[config.mk]
export PLATFORM = sky130hd
export DESIGN_NAME = counter_updown_mod
export DESIGN_NICKNAME = d
export VERILOG_FILES = /design/src/rtl/counter_updown_mod.sv
export SDC_FILE = /design/constraint.sdc
export NUM_CORES = 1
export LEC_CHECK = 0
export ABC_AREA = 1
export CAP_MARGIN = 20
export CORE_UTILIZATION = 48
export DETAILED_ROUTE_END_ITERATION = 8
export PLACE_DENSITY_LB_ADDON = 0.05
export SKIP_LAST_GASP = 1
export SLEW_MARGIN = 20
export SYNTH_ARGS = -nofsm -noshare
export SYNTH_HDL_FRONTEND = slang
export SYNTH_SLANG_ARGS = --single-unit
export TNS_END_PERCENT = 30
[constraint.sdc]
create_clock -name Clock -period 2 [get_ports Clock]
set_clock_uncertainty 0.2 [all_clocks]
set_input_delay 0.6 -clock Clock [delete_from_list [all_inputs] [get_ports Clock]]
set_output_delay 0.6 -clock Clock [all_outputs]
set_load 0.02 [all_outputs]
[src/rtl/counter_updown_mod.sv]
// Up/down modulo counter with wrap/saturate, parallel load, clock-enable
// prescaler and a registered one-cycle terminal-count pulse.
module counter_updown_mod #(
    parameter int unsigned NBITS_COUNTER = 8,
    parameter int unsigned MAX_VALUE     = 2**NBITS_COUNTER - 1,
    parameter int unsigned PRESCALE      = 1
) (
    input  logic                     Clock,
    input  logic                     Reset,
    input  logic                     Enable,
    input  logic                     Up,
    input  logic                     Saturate,
    input  logic                     Load,
    input  logic [NBITS_COUNTER-1:0] LoadValue,
    output logic [NBITS_COUNTER-1:0] Output,
    output logic                     Terminal
);

    localparam int unsigned PW = (PRESCALE > 1) ? $clog2(PRESCALE) : 1;
    localparam logic [NBITS_COUNTER-1:0] MAXV    = NBITS_COUNTER'(MAX_VALUE);
    localparam logic [PW-1:0]            PS_LAST = PW'(PRESCALE - 1);

    logic [NBITS_COUNTER-1:0] count_q, count_d;
    logic [PW-1:0]            pre_q,   pre_d;
    logic                     term_q,  term_d;

    always_comb begin
        count_d = count_q;
        pre_d   = pre_q;
        term_d  = 1'b0;
        if (Load) begin
            count_d = (LoadValue > MAXV) ? MAXV : LoadValue;
            pre_d   = '0;
        end else if (Enable) begin
            if (pre_q == PS_LAST) begin
                pre_d = '0;
                // Step: the boundary is checked on the pre-step value.
                if (Up) begin
                    if (count_q == MAXV) begin
                        term_d  = 1'b1;
                        count_d = Saturate ? MAXV : '0;
                    end else begin
                        count_d = count_q + 1'b1;
                    end
                end else begin
                    if (count_q == '0) begin
                        term_d  = 1'b1;
                        count_d = Saturate ? '0 : MAXV;
                    end else begin
                        count_d = count_q - 1'b1;
                    end
                end
            end else begin
                pre_d = pre_q + 1'b1;
            end
        end
    end

    always_ff @(posedge Clock) begin
        if (Reset) begin
            count_q <= '0;
            pre_q   <= '0;
            term_q  <= 1'b0;
        end else begin
            count_q <= count_d;
            pre_q   <= pre_d;
            term_q  <= term_d;
        end
    end

    assign Output   = count_q;
    assign Terminal = term_q;

endmodule

==> flow_summary.toml <==
[status]
status = "finished with violations"
violations = "negative setup slack"

[logic_synthesis]
synth_top_area_cell = "dfxtp_1"
synthArstFlopShare_pct = 0
syn_area_um2 = 931
synth-seq-cells = 9
ys.flop_type = "dfxtp_1"
netlist_instances = 154
synth_top_cell_area_share_pct = 19.4
syn_avg_cell_area_um2 = 6.04
ys_seq_area_share_pct = 19.4
synth_fp_nets = 171
ys_types = 27
synth_warnings = 0
synth_edf_count = 0
ys_top_cells_by_count = "nand2_1, inv_1, nor2_1"
yosys-top-cells-area = "dfxtp_1, nand2_1, inv_1"
yosysMostFrequentCell = "nand2_1"

[global_routing]
gr-usage-met2_pct = 51.3
grt_use_total_pct = 28.6
grt_pass1_wl_um = 4230
first_global_vias = 1053
antenna_found_initial = 0
gr-total-overflow = 0
gr-usage-met1_pct = 30.2
use_met3_pct = 6.75
grt_max_degree = 10
busiest_layer = "met2"

[timing]
setup_viol = 3
rsz0062_at_grt = "yes"
slew_violations = 0
hold_viol = 0
tightest_slew_ns = 0.322
fin_crit_ns = 2.03
setup_ws_ns = -0.0262
finalCritPeriodShare_pct = 101
setup_tns_ns = -0.0397
slew_headroom_pct = 78.5
fin_hold_ws_ns = 0.350
fmax_ghz = 0.494

[worst_setup_path]
start_kind = "flip-flop"
cp-end-kind = "output pin"
critical_path_class = "flip-flop to output pin"
slowest_stage = "clkdlybuf4s50_1"
required_ns = 1.20
r2r_cells = 9
r2r_setup_slack_ns = 0.14
crit_fanout = 2
cpPeakStageDelay_ns = 0.62
path_delay_family = "buffers and inverters"
cp_data_arrival_time_ns = 1.23
cp.buffers_inverters = 1
path_cells = "clkdlybuf4s50_1"
worstReg2RegStart = "Output[0]"
reg2reg_to = "Output[2]"

[clocking]
path_clk_slew_ns = 0.07
cts_tree = "yes"
htree_levels = 1
cts_sinks = 9
clk_latency_ns = 0.28
cts_resized = 2
clk_path_buf_depth = 2
hold_buffers = 0
cts_buffers = 3
ctsRootBufferMaster = "clkbuf_4"
post_cts_buffers = 0

[floorplan]
die_area_um2 = 2120
ios = 23
start_util_pct = 52.8
placement_rows = 15
fp.dieW_um = 46.0
die_h_um = 46.0
coreArea_um2 = 1760

[placement]
post-dp-hpwl_um = 2050
placed_area_um2 = 1230
io_buffers = 22
place_congestion = 0.874

[detailed_routing]
drt-total-wl_um = 2540
first_pass_iters = 4
viasPerCell = 5.28
antenna_left = 0
drt_iter0_drc = 27
route.vias.total = 1120
wl_per_cell_um = 12.0
drt_drc_violations_left = 0

[hold_path]
hold_class = "flip-flop to flip-flop"
hold_depth = 2
holdPathEnd = "Output[7]"
hp-start = "Output[7]"

[pwr]
powerDensity_nw_per_um2 = 520
leakage_nw = 0.621
ir_drop_mv = 0.307

[finish]
nNetsFinal = 205
area_growth_pct = 34.9
n_fill_cell = 180
drive_above_1_share_pct = 19.3
postLayoutCoreUtil_pct = 71.2
design_area_um2 = 1260
insertedDiodeCount = 0

[flow_run]
drv_cap = 0
## logic make-up after synthesis
logic type / synth area share, %
simple gates: 44.5
buf+inv: 13.3
compound gates: 15.1
flops: 19.4
xor+xnor: 3.76
fa+ha+maj: 4.03
## final cells by class
cell class	count	area, um^2	share of cell area (%)
clock buffers	4	26.3	2.09
inverters	21	78.8	6.27
multi-input cells	119	627	49.9
flip-flops and latches	9	180	14.3
well taps	25	31.3	2.49
repair buffers	34	313	24.9
## report_power, final
part	switching, mW	internal, mW	leakage (nW)	total [mW]
combinational	0.165	0.124	0.532	0.289
clock	0.0811	0.0775	0.0150	0.159
sequential	0.0121	0.193	0.0745	0.205
## layer usage
metal,vias up,share of wire (%)
li1,558,-
met1,516,41
met2,39,50
met3,7,6.9
met4,0,2.0
met5,-,0
## cell usage in the layout (no fill, tap or decap), types with 2 or more instances in the layout
cell type and count:
a22oi_1 3, dlygate4sd2_1 2, o21ai_0 8, o21ai_1 4
inv_2 4, dlymetal6s2s_1 2, nor2_2 6, xor2_1 4
ha_1 3, dfxtp_1 9, nand2_2 7, nor2_4 2
nand2_1 38, clkdlybuf4s50_1 18, a21oi_1 5, nand4_1 3
clkbuf_4 3, inv_1 17, nor2_1 16, buf_4 12
nand3_1 12
## worst max path at each step
stage | startpoint | slack, ns | cells past startpoint | endpoint
2_1_floorplan | Output[0] | 0.24 | 9 | Output[2]
3_3_place_gp | Up | -0.05 | 6 | Output[5]
3_5_place_dp | Load | -0.12 | 6 | Output[7]
4_1_cts | Output[0] | -0.13 | 1 | Output[0]
5_1_grt | Output[6] | -0.06 | 1 | Output[6]
6_report | Output[6] | -0.03 | 1 | Output[6]
## stage by stage
step                      setup WS (ns)  power, mW  cells
final                           -0.0262      0.653    212
after global routing            -0.0616      0.698    212
after detailed placement         -0.116      0.500    208
after CTS                        -0.128      0.652    212
after global placement          -0.0459      0.492    208
after floorplan                   0.240      0.393    154
## state kept, by name (all words and copies together), names as in the netlist
name      count
Output        8
Terminal      1
(Power assumes the default switching activity.)
